## config.mk

```make
export PLATFORM = sky130hd
export DESIGN_NAME = vend_ctrl
export DESIGN_NICKNAME = d
export VERILOG_FILES = /design/src/rtl/vend_ctrl.sv
export SDC_FILE = /design/constraint.sdc
export NUM_CORES = 1
export LEC_CHECK = 0
export ABC_AREA = 1
export CAP_MARGIN = 20
export CORE_MARGIN = 2
export CORE_UTILIZATION = 55
export CTS_CLUSTER_DIAMETER = 120
export CTS_CLUSTER_SIZE = 20
export DETAILED_ROUTE_END_ITERATION = 10
export GPL_TIMING_DRIVEN = 0
export PLACE_DENSITY = 0.9
export SYNTH_ARGS = -nofsm -noshare
export SYNTH_HDL_FRONTEND = slang
export SYNTH_SLANG_ARGS = --single-unit
export TNS_END_PERCENT = 30
```

## constraint.sdc

```tcl
create_clock -name clk -period 4.7 [get_ports clk]
set_clock_uncertainty 0.15 [all_clocks]
set_input_delay 0.705 -clock clk [delete_from_list [all_inputs] [get_ports clk]]
set_output_delay 0.705 -clock clk [all_outputs]
set_load 0.03 [all_outputs]
```

## src/rtl/vend_ctrl.sv

```systemverilog
// Vending-machine controller: collects coin credit, vends one affordable drink,
// then pays the remainder back one coin per change_ready handshake.
module vend_ctrl #(
   parameter int NUM_DRINKS = 4,
   parameter int CREDIT_W = 8,
   parameter int MAX_CREDIT = 100,
   parameter logic [NUM_DRINKS*CREDIT_W-1:0] PRICE_LIST = {8'd25, 8'd20, 8'd15, 8'd10}
) (
   input  logic                          clk,
   input  logic                          reset,
   input  logic                          coin_valid,
   input  logic [1:0]                    coin_sel,
   input  logic                          sel_valid,
   input  logic [$clog2(NUM_DRINKS)-1:0] sel_id,
   input  logic                          cancel,
   input  logic                          change_ready,
   output logic [CREDIT_W-1:0]           credit,
   output logic [NUM_DRINKS-1:0]         avail,
   output logic                          drink_valid,
   output logic [$clog2(NUM_DRINKS)-1:0] drink_id,
   output logic                          change_valid,
   output logic [1:0]                    change_coin,
   output logic                          coin_reject,
   output logic                          sel_reject,
   output logic                          busy
);

   localparam int ID_W = $clog2(NUM_DRINKS);
   localparam logic [CREDIT_W:0] MAX_EXT = (CREDIT_W+1)'(MAX_CREDIT);
   localparam logic [ID_W:0] NUM_EXT = (ID_W+1)'(NUM_DRINKS);

   typedef enum logic [1:0] {
      COLLECT,
      VEND,
      CHANGE
   } state_t;

   state_t              state_q, state_d;
   logic [CREDIT_W-1:0] credit_q, credit_d;
   logic [ID_W-1:0]     drink_id_q, drink_id_d;
   logic                coin_reject_q, coin_reject_d;
   logic                sel_reject_q, sel_reject_d;

   logic [CREDIT_W-1:0] price [NUM_DRINKS];
   logic [CREDIT_W-1:0] coin_val;
   logic [CREDIT_W:0]   coin_sum;
   logic                coin_fits;
   logic [CREDIT_W-1:0] sel_price;
   logic [CREDIT_W-1:0] vend_price;
   logic                sel_ok;
   logic [1:0]          chg_code;
   logic [CREDIT_W-1:0] chg_val;

   genvar g;
   generate
      for (g = 0; g < NUM_DRINKS; g++) begin : g_price
         assign price[g] = PRICE_LIST[g*CREDIT_W +: CREDIT_W];
      end
   endgenerate

   always_comb begin
      coin_val = CREDIT_W'(1);
      case (coin_sel)
         2'd0:    coin_val = CREDIT_W'(1);
         2'd1:    coin_val = CREDIT_W'(5);
         2'd2:    coin_val = CREDIT_W'(10);
         default: coin_val = CREDIT_W'(50);
      endcase
   end

   // Ceiling check is one bit wider than credit so the sum can never wrap.
   assign coin_sum  = {1'b0, credit_q} + {1'b0, coin_val};
   assign coin_fits = (coin_sum <= MAX_EXT);

   always_comb begin
      sel_price  = '0;
      vend_price = '0;
      for (int i = 0; i < NUM_DRINKS; i++) begin
         if (ID_W'(i) == sel_id)     sel_price  = price[i];
         if (ID_W'(i) == drink_id_q) vend_price = price[i];
      end
   end

   assign sel_ok = ({1'b0, sel_id} < NUM_EXT) && (sel_price <= credit_q);

   // Greedy change: always offer the largest coin that still fits the credit.
   always_comb begin
      chg_code = 2'd0;
      chg_val  = CREDIT_W'(1);
      if (credit_q >= CREDIT_W'(50)) begin
         chg_code = 2'd3;
         chg_val  = CREDIT_W'(50);
      end else if (credit_q >= CREDIT_W'(10)) begin
         chg_code = 2'd2;
         chg_val  = CREDIT_W'(10);
      end else if (credit_q >= CREDIT_W'(5)) begin
         chg_code = 2'd1;
         chg_val  = CREDIT_W'(5);
      end
   end

   always_comb begin
      state_d       = state_q;
      credit_d      = credit_q;
      drink_id_d    = drink_id_q;
      coin_reject_d = 1'b0;
      sel_reject_d  = 1'b0;
      case (state_q)
         COLLECT: begin
            if (cancel && (credit_q != '0)) begin
               state_d       = CHANGE;
               coin_reject_d = coin_valid;
            end else if (sel_valid && sel_ok) begin
               state_d       = VEND;
               drink_id_d    = sel_id;
               coin_reject_d = coin_valid;
            end else begin
               sel_reject_d = sel_valid;
               if (coin_valid) begin
                  if (coin_fits) credit_d = coin_sum[CREDIT_W-1:0];
                  else           coin_reject_d = 1'b1;
               end
            end
         end
         VEND: begin
            coin_reject_d = coin_valid;
            credit_d      = credit_q - vend_price;
            state_d       = (credit_d != '0) ? CHANGE : COLLECT;
         end
         CHANGE: begin
            coin_reject_d = coin_valid;
            if (change_ready) begin
               credit_d = credit_q - chg_val;
               if (credit_d == '0) state_d = COLLECT;
            end
         end
         default: state_d = COLLECT;
      endcase
   end

   always_ff @(posedge clk) begin
      if (reset) begin
         state_q       <= COLLECT;
         credit_q      <= '0;
         drink_id_q    <= '0;
         coin_reject_q <= 1'b0;
         sel_reject_q  <= 1'b0;
      end else begin
         state_q       <= state_d;
         credit_q      <= credit_d;
         drink_id_q    <= drink_id_d;
         coin_reject_q <= coin_reject_d;
         sel_reject_q  <= sel_reject_d;
      end
   end

   always_comb begin
      avail = '0;
      for (int i = 0; i < NUM_DRINKS; i++)
         avail[i] = (state_q == COLLECT) && (credit_q >= price[i]);
   end

   assign credit       = credit_q;
   assign drink_valid  = (state_q == VEND);
   assign drink_id     = drink_id_q;
   assign change_valid = (state_q == CHANGE);
   assign change_coin  = chg_code;
   assign coin_reject  = coin_reject_q;
   assign sel_reject   = sel_reject_q;
   assign busy         = (state_q != COLLECT);

endmodule

```

==> metrics.cfg, run 1 <==
[setup_path]
path_buf_inv = 2
path_max_fanout = 9
critPathSlowestCell = clkdlybuf4s50_1
startpoint_type = primary input
worst_path_most_repeated_cell = nor2_1
worstPathArrival_ns = 3.28
critPathRequiredTime_ns = 4.69
critPathKind = in -> reg
crit_family = simple AND/OR/NAND/NOR gates
critPathMaxStageDelay_ns = 0.52
cp_cell_sequence = clkdlybuf4s50_1 > inv_1 > ha_1 > or2_2 > nor2_1 > ha_1 > nand2_1 > nor2_1 > a21oi_2 > nand2_1 > a21oi_2 > nand4_2 > nand2_4 > nand2_4 > nor2_1 > nor2_1
end_kind = flip-flop

[die]
die_y_um = 67.2
std_cell_rows = 22
initial_core_util_pct = 58.7
die-area_um2 = 4520
pin_count = 31
die_w_um = 67.2
core_area_um2 = 3740

[yosys]
synth.avg_cell_area_um2 = 6.12
netlist.area_leader.share_pct = 19.4
seq_area_frac_synth_pct = 12.8
synth_edf_count = 0
synth_seq_cells = 14
syn-cell-area_um2 = 2200
synth_nets = 406
async_flop_share_pct = 0
synth_commonest_cells = 96 x nand2_1, 55 x inv_1, 41 x nor2_1
synth.area.top_cells = ha_1 19%, nand2_1 16%, dfxtp_1 13%
syn_inst = 359
ys_warn_count = 0
yosysMostFrequentCell = nand2_1
synth.largest_area_cell = ha_1
synth_cell_type_count = 35
synth_ff_type = dfxtp_1

[global_route]
overflow = 0
grt_pass1_wl_um = 9770
first_global_vias = 2298
grt_start_max_net_pins = 12
grt_usage_pct = 28.4
antenna_found_initial = 0

[finish]
fin_cells = 440
syn2layout_area_growth_pct = 18.3
antenna_cells = 0
fin_nets = 441
design_area_um2 = 2600
fin_util_pct = 69.4
drive_above_1_share_pct = 5.61

[timing]
layout_worst_path_cycle_share_pct = 69.9
fin_tns_setup_ns = 0
max-slew-margin-rel_pct = 64.6
worst_slew_pin_slew_ns = 0.531
min_period_ns = 3.29
finalHoldViolations = 0
rsz0062_at_grt = false
clock.fmax_ghz = 0.304
slew_viol_final = 0
finalSetupViolCount = 0

[place]
finalWeightedCongestion = 0.927
dp.cells = 437
port_buffers = 30
place_area_um2 = 2560
dp_hpwl_um = 4700

[clock_tree]
cts-root-buf = clkbuf_8
htree_levels = 1
clk_pin_slew_ns = 0.06
cts_max_path_buffers = 2
tritoncts = done
post_cts_resized = 0
cts_hold_repair.buffers = 0
cts_made_buffers = 3
clock_latency_ns = 0.25
post-cts-setup-buffer-count = 0
cts.sinks = 14

[route]
routedWlPerCell_um = 13.1
antenna_left = 0
finalWirelength_um = 5750
drt_pre_antenna_iters = 4
drc = 0
drtIter0Drc = 169
vias = 2408
via_per_inst = 5.47

[pwr]
power_leakage_nw = 1.36
power_density_nw_per_um2 = 708
vdd_ir_drop_max_uv = 462
p_total_w = 0.00184

[hold_path]
hold_path.class = reg -> reg

[outcome]
status = completed

[flow_run]
cap_viol_max_count = 0

stage by stage:
stage               setup WS (ns)  hold WS, ns
finish                       1.41        0.396
global route                 1.24        0.432
CTS                          1.42        0.404
detailed placement           1.17        0.395
global placement             1.21        0.378
floorplan                    1.66        0.405
flip-flops by register name, summed over array words and instances (netlist names):
signal / count
credit: 8
state_q: 2
coin_reject: 1
drink_id: 2
sel_reject: 1
area by class of cell:
type / count / area [um^2]
repair buffers: 30 / 300
flip-flops and latches: 14 / 280
clock buffers: 3 / 41.3
inverters: 59 / 224
plain buffers: 4 / 28.8
fillers: 360 / 1140
well taps: 48 / 60.1
multi-input cells: 282 / 1660
metal layers:
| metal | track usage [%] | wire length [um] | vias to the layer above |
|---|---|---|---|
| li1 | - | - | 1228 |
| met1 | 34.1 | 2470 | 1074 |
| met2 | 52.7 | 2790 | 93 |
| met3 | 1.83 | 351 | 13 |
| met4 | 10.5 | 148 | 0 |
| met5 | 0 | 0 | - |
cell families (layout without fill, tap and decap cells):
logic type	after synthesis	after routing	share of synthesized area, %
xor gates and xnor gates	7	7	2.79
AOI/OAI and AO/OA	48	48	12.7
buffers and inverters	63	96	11.5
and+or+nand+nor	190	190	38.2
adders and majority gates	37	37	22.1
DFF	14	14	12.8
power by group:
group          internal [W]  switching (W)  total (W)
logic              0.000562       0.000958    0.00152
registers          0.000156      0.0000607   0.000216
clock network     0.0000569      0.0000469   0.000104
path summary, 6_finish.rpt:
path                       startpoint                       end  slack, ns  depth (start not counted)
max                         sel_id[0]    credit[6]$_SDFFE_PP0P_       1.41                         16
min          drink_id[1]$_SDFFE_PP0P_  drink_id[1]$_SDFFE_PP0P_       0.40                          2
max reg2reg    credit[7]$_SDFFE_PP0P_   state_q[1]$_SDFFE_PP0P_       1.53                         19
min reg2reg  drink_id[1]$_SDFFE_PP0P_  drink_id[1]$_SDFFE_PP0P_       0.40                          2
worst min-delay path, delay by kind of cell, from the launching register on:
family	cells	cell delay [ns]
compound gates	1	0.07
buf+inv	1	0.10
flops	1	0.34
cells in the final DEF, fill, tap and decap left out, drive strengths merged:
cell	n
o21ai	12
nor2	42
ha	34
o22ai	1
clkbuf	6
nor4	1
nand3b	2
a211oi	1
o21bai	1
xnor2	3
a31oi	4
or2	4
buf	1
clkinv	1
fa	3
a21oi	26
nor3	1
nand4	9
o221ai	1
o211ai	2
nor3b	1
clkdlybuf4s50	30
nand3	29
dfxtp	14
inv	58
nand2	101
xor2	4
No activity file was read; power rests on OpenSTA's default activity.
==> run 2: changes to the inputs <==
Clock period 4.7 ns to 3.1 ns, I/O delays scaled along.
==> run 2 against run 1 <==
Sequential power increased by 55%. Worst setup slack lost 1.3 ns. Final area grew 3.2%. First-iteration DRC count decreased by 9.5%. Count of clock-buffer cells in the layout is the same. Global-route usage unchanged. Clock power increased by 49%. Non-clock buffer count is 3 higher. Worst hold slack barely moved. Cell count rose by 0.91%. Largest cell class unchanged. Largest power group unchanged. Highest routed layer unchanged.
==> metrics.cfg, run 2 (same netlist as run 1, synthesis figures left out) <==
[die]
die_y_um = 67.2  ; unchanged
std_cell_rows = 22  ; unchanged
die_w_um = 67.2  ; unchanged
core_area_um2 = 3740  ; unchanged
die-area_um2 = 4520  ; unchanged
initial_core_util_pct = 58.7  ; unchanged
pin_count = 31  ; unchanged

[route]
drc = 0  ; unchanged
vias = 2455  ; +2.0%
routedWlPerCell_um = 13.4  ; +2.4%
via_per_inst = 5.53  ; +1.0%
antenna_left = 0  ; unchanged
drtIter0Drc = 153  ; -9.5%
finalWirelength_um = 5940  ; +3.3%
drt_pre_antenna_iters = 5  ; +1

[flow_run]
cap_viol_max_count = 0  ; unchanged

[setup_path]
cp_cell_sequence = clkdlybuf4s50_1 > ha_1 > or2_2 > nor2_1 > ha_1 > nand2_1 > nor2_1 > a21oi_2 > nand2_1 > a21oi_2 > nand4_2 > buf_4 > nand2_2 > a21oi_1 > nor2_1
critPathRequiredTime_ns = 3.13  ; -1.56 ns
path_max_fanout = 4  ; -5
worst_path_most_repeated_cell = nor2_1
startpoint_type = primary input
r2r-start = credit[7]$_SDFFE_PP0P_
crit_start = sel_id[1]
critPathKind = in -> reg
critPathSlowestCell = clkdlybuf4s50_1
ff2ff_path_depth = 19  ; unchanged
r2r_end = state_q[1]$_SDFFE_PP0P_
reg2reg_setup_slack_ns = 0.19  ; -1.34 ns
worstPathArrival_ns = 2.97  ; -0.31 ns
critPathMaxStageDelay_ns = 0.48  ; -0.04 ns
end_kind = flip-flop

[clock_tree]
cts_hold_repair.buffers = 0  ; unchanged
clock_latency_ns = 0.25  ; about the same
cts_made_buffers = 3  ; unchanged
cts_max_path_buffers = 2  ; unchanged
tritoncts = done
cts.sinks = 14  ; unchanged
htree_levels = 1  ; unchanged
clk_pin_slew_ns = 0.06  ; about the same
cts-root-buf = clkbuf_8

[pwr]
p_switching_w = 0.00168  ; +57%
power_density_nw_per_um2 = 1090  ; +54%
p_comb_share_pct = 83.3  ; +0.7 points
power_leakage_nw = 1.40  ; +2.7%
pwr-share-seq_pct = 11.4  ; -0.4 points
p_total_w = 0.00292  ; +59%
sw_frac_of_total_pct = 57.4  ; -0.52 points
vdd_ir_drop_max_uv = 717  ; +55%
p_clk_share_pct = 5.3  ; -0.3 points
p_int_w = 0.00125  ; +61%

[finish]
syn2layout_area_growth_pct = 22.0
n_fill_cell = 342  ; -5.0%
antenna_cells = 0  ; unchanged
final_cell_mix = 95 x nand2_1, 52 x inv_1, 41 x nor2_1
fin_nets = 445  ; +0.91%
final_common_cell = nand2_1
drive_above_1_share_pct = 10.1  ; +4.5 points
fin_util_pct = 71.6  ; +2.2 points
largest_register_ffs = 8  ; unchanged

[timing]
min_period_ns = 2.94
finalHoldViolations = 0  ; unchanged
finalSetupViolCount = 0  ; unchanged
rsz0062_at_grt = true
setup_ws_ns = 0.161  ; -1.25 ns
whs_ns = 0.396  ; -0.000443 ns
max-slew-margin-rel_pct = 70.5  ; +5.9 points
slew_viol_final = 0  ; unchanged
layout_worst_path_cycle_share_pct = 94.8
clock.fmax_ghz = 0.340
worst_slew_pin_slew_ns = 0.442  ; -0.0884 ns

[hold_path]
hold_path.class = reg -> reg
hold_end = drink_id[1]$_SDFFE_PP0P_
hold_depth = 2  ; unchanged
min_from = drink_id[1]$_SDFFE_PP0P_

[global_route]
grt_usage_pct = 28.4  ; unchanged
overflow = 0  ; unchanged
grt_util_met2_pct = 52.7  ; unchanged
grt_start_max_net_pins = 12  ; unchanged
grt-busiest-layer = met2
first_global_vias = 2298  ; unchanged
use_met3_pct = 1.83  ; unchanged
use_met1_pct = 34.1  ; unchanged
antenna_found_initial = 0  ; unchanged
grt_pass1_wl_um = 9770  ; unchanged

[place]
dp_hpwl_um = 4700  ; unchanged
port_buffers = 30  ; unchanged
finalWeightedCongestion = 0.927  ; unchanged
dp_slack_ns = -0.189  ; -1.36 ns

[outcome]
status = completed

[run 2: worst max path at each step]
| stage | end | slack (ns) |
|---|---|---|
| finish | credit[5]$_SDFFE_PP0P_ | 0.16 |
| global route | state_q[0]$_SDFFE_PP0P_ | -0.02 |
| CTS | state_q[1]$_SDFFE_PP0P_ | 0.02 |
| detailed placement | credit[6]$_SDFFE_PP0P_ | -0.19 |
| global placement | credit[6]$_SDFFE_PP0P_ | -0.15 |
| floorplan | state_q[1]$_SDFFE_PP0P_ | 0.06 |
[run 2: metrics by stage]
| step | TNS (ns) | cells | cell area, um^2 |
|---|---|---|---|
| 5_1_grt | -0.0370 | 444 | 2680 |
| 4_1_cts | 0 | 440 | 2600 |
| 2_1_floorplan | 0 | 359 | 2200 |
| 6_report | 0 | 444 | 2680 |
| 3_5_place_dp | -1.17 | 437 | 2560 |
| 3_3_place_gp | -0.885 | 437 | 2560 |
[run 2: critical path, delay by kind of cell]
family | cells | cell delay (ns)
AND/OR/NAND/NOR | 8 | 0.98
buffers and inverters | 2 | 0.65
adder cells (fa/ha/maj) | 2 | 0.46
AO/OA/AOI/OAI | 3 | 0.41
[run 2: final cells by class]
cell class	count	area (um^2)	share of cell area, %
Multi-Input combinational cell	283	1720	64.0
Timing Repair Buffer	33	325	12.1
Buffer	4	28.8	1.07
Inverter	59	226	8.45
Tap cell	48	60.1	2.24
Clock buffer	3	41.3	1.54
Sequential cell	14	284	10.6
[run 2: layer usage]
layer / up-vias / share of wire [%]
met3: 17 / 5.7
met1: 1114 / 42
met4: 0 / 3.5
met2: 84 / 49
met5: - / 0
li1: 1240 / -
[run 2: what timing repair did]
| action | CTS | global route |
|---|---|---|
| setup buffers | 0 | 3 |
| setup endpoints to repair | 2 | 9 |
| gates cloned | 0 | 1 |
| resized for setup | 1 | 16 |
| pin swaps | 0 | 4 |
[run 2: power by group through the flow]
stage,Combinational [W],Sequential (W),Clock (W)
2_1_floorplan,0.00163,0.000387,0
3_3_place_gp,0.00222,0.000329,0
3_5_place_dp,0.00226,0.000330,0
4_1_cts,0.00229,0.000326,0.000157
5_1_grt,0.00272,0.000342,0.000165
6_report,0.00243,0.000334,0.000155
==> run 3: changes to the inputs <==
Settings changed: CAP_MARGIN 20 to 30, PLACE_DENSITY 0.9 to 0.8.
==> run 3 against run 2 <==
Utilization grew 0.47 points. Sequential cell count stayed put. First-iteration DRC count decreased by 13%. Register-to-register slack worse by 0.06 ns. Worst setup slack lost 0.036 ns. Fmax is 1.2% lower. Critical path depth decreased by 1. Critical path type is now reg -> reg. Largest cell class unchanged. Highest routed layer unchanged.
==> metrics.cfg, run 3 (same netlist as run 1, synthesis figures left out) <==
[outcome]
status = completed

[clock_tree]
cts_hold_repair.buffers = 0  ; unchanged
cts_made_buffers = 3  ; unchanged
cts.sinks = 14  ; unchanged
cts_max_path_buffers = 2  ; unchanged
clk_pin_slew_ns = 0.06  ; about the same
tritoncts = done
htree_levels = 1  ; unchanged
clock_latency_ns = 0.24  ; about the same
cts-root-buf = clkbuf_8

[setup_path]
cp_cell_sequence = nor2_1 > nand2_1 > a31oi_2 > nand2_1 > ha_1 > a21oi_1 > nand2_1 > xor2_1 > nor3_1 > nand3_1 > nand2_1 > nand3_2 > nor2_2 > nor2_1
critPathSlowestCell = dfxtp_1
critPathMaxStageDelay_ns = 0.43  ; -0.05 ns
path_buf_inv = 0  ; -2
critPathKind = reg -> reg
worstPathArrival_ns = 2.97  ; about the same
critPathRequiredTime_ns = 3.09  ; -0.04 ns
path_max_fanout = 8  ; +4
end_kind = flip-flop
worst_path_most_repeated_cell = nand2_1
startpoint_type = flip-flop
crit_family = simple AND/OR/NAND/NOR gates

[hold_path]
hold_path.class = reg -> reg

[place]
finalWeightedCongestion = 0.911  ; -1.8%
dp_hpwl_um = 4760  ; +1.4%
port_buffers = 30  ; unchanged
dp.cells = 437  ; unchanged

[pwr]
p_comb_share_pct = 82.6  ; -0.7 points
sw_frac_of_total_pct = 56.7  ; -0.67 points
power_density_nw_per_um2 = 1100  ; +0.86%
p_clk_share_pct = 6.1  ; +0.8 points
vdd_ir_drop_max_uv = 682  ; -4.9%
power_leakage_nw = 1.43  ; +1.9%
pwr-share-seq_pct = 11.3  ; about the same
p_int_w = 0.00128  ; +3.1%
p_switching_w = 0.00168  ; +0.33%

[timing]
min_period_ns = 2.97  ; +0.0355 ns
whs_ns = 0.400  ; +0.00477 ns
finalSetupViolCount = 0  ; unchanged
max-slew-margin-rel_pct = 70.1  ; -0.39 points
rsz0062_at_grt = false
fin_tns_setup_ns = 0  ; unchanged
layout_worst_path_cycle_share_pct = 96.0  ; +1.1 points
worst_slew_pin_slew_ns = 0.448  ; +0.00530 ns
finalHoldViolations = 0  ; unchanged
clock.fmax_ghz = 0.336  ; -1.2%
slew_viol_final = 0  ; unchanged

[finish]
multi_input_area_um2 = 1700  ; -1.2%
seqCellArea_um2 = 283  ; -0.44%
final_common_cell = nand2_1
n_fill_cell = 319  ; -6.7%
final_cell_mix = 95 x nand2_1, 52 x inv_1, 40 x nor2_1
fin_nets = 447  ; +0.45%
drive_above_1_share_pct = 10.0  ; -0.076 points
largest_register_ffs = 8  ; unchanged
fin_cells = 447  ; +0.68%
antenna_cells = 0  ; unchanged
syn2layout_area_growth_pct = 22.8

[die]
pin_count = 31  ; unchanged
die_y_um = 67.2  ; unchanged
die-area_um2 = 4520  ; unchanged
std_cell_rows = 22  ; unchanged
core_area_um2 = 3740  ; unchanged
initial_core_util_pct = 58.7  ; unchanged
die_w_um = 67.2  ; unchanged

[route]
via_per_inst = 5.27  ; -4.7%
antenna_left = 0  ; unchanged
drtIter0Drc = 133  ; -13%
routedWlPerCell_um = 13.3  ; -0.60%
drc = 0  ; unchanged
vias = 2355  ; -4.1%
finalWirelength_um = 5950  ; about the same
drt_pre_antenna_iters = 4  ; -1

[global_route]
first_global_vias = 2230  ; -3.0%
grt_usage_pct = 28.0  ; -0.40 points
grt_start_max_net_pins = 12  ; unchanged
overflow = 0  ; unchanged
grt_pass1_wl_um = 9770  ; unchanged
antenna_found_initial = 0  ; unchanged

[flow_run]
cap_viol_max_count = 0  ; unchanged

-- run 3: power by group through the flow --
stage	logic, W	clock network, W	registers (W)
4_1_cts	0.00232	0.000181	0.000331
3_3_place_gp	0.00225	0	0.000333
5_1_grt	0.00271	0.000190	0.000343
6_report	0.00245	0.000180	0.000336
3_5_place_dp	0.00228	0	0.000335
2_1_floorplan	0.00163	0	0.000387
-- run 3: cell type report --
cell class	instances	area share, %
Sequential cell	14	10.5
Buffer	4	1.07
Inverter	59	8.39
Timing Repair Buffer	36	13.0
Multi-Input combinational cell	282	62.8
Clock buffer	4	2.04
Tap cell	48	2.23
-- run 3: routing by layer --
layer	global-route usage, %	wire (um)	vias up
met5	0	0	-
li1	-	-	1243
met2	51.1	2850	80
met3	2.33	406	11
met4	7.14	81	0
met1	35.3	2610	1021
-- run 3: worst min-delay path, stage by stage, from the launching register on --
cell and delay (ns):
dfxtp_1 0.34, inv_1 0.10, a21oi_1 0.06
-- run 3: worst paths after layout --
check	end	slack, ns	cells past startpoint	from
setup / recovery	state_q[1]$_SDFFE_PP0P_	0.13	14	credit[3]$_SDFFE_PP0P_
hold / removal	drink_id[1]$_SDFFE_PP0P_	0.40	2	drink_id[1]$_SDFFE_PP0P_
setup reg to reg	state_q[1]$_SDFFE_PP0P_	0.13	14	credit[3]$_SDFFE_PP0P_
hold reg to reg	drink_id[1]$_SDFFE_PP0P_	0.40	2	drink_id[1]$_SDFFE_PP0P_
-- run 3: metrics by stage --
stage               util [%]  power (W)  worst slack, ns  area (um^2)
finish                  72.1    0.00297            0.125         2700
global placement        68.3    0.00258           -0.154         2560
global route            72.1    0.00325           0.0125         2700
CTS                     70.1    0.00283           0.0307         2620
detailed placement      68.3    0.00262           -0.188         2560
floorplan                  -    0.00201           0.0613         2200
-- run 3: timing repair --
item / 4_1_cts / 5_1_grt
pin swaps: 0 / 4
gates resized for setup: 3 / 13
setup buffers: 0 / 6
endpoints found under the setup margin: 2 / 12
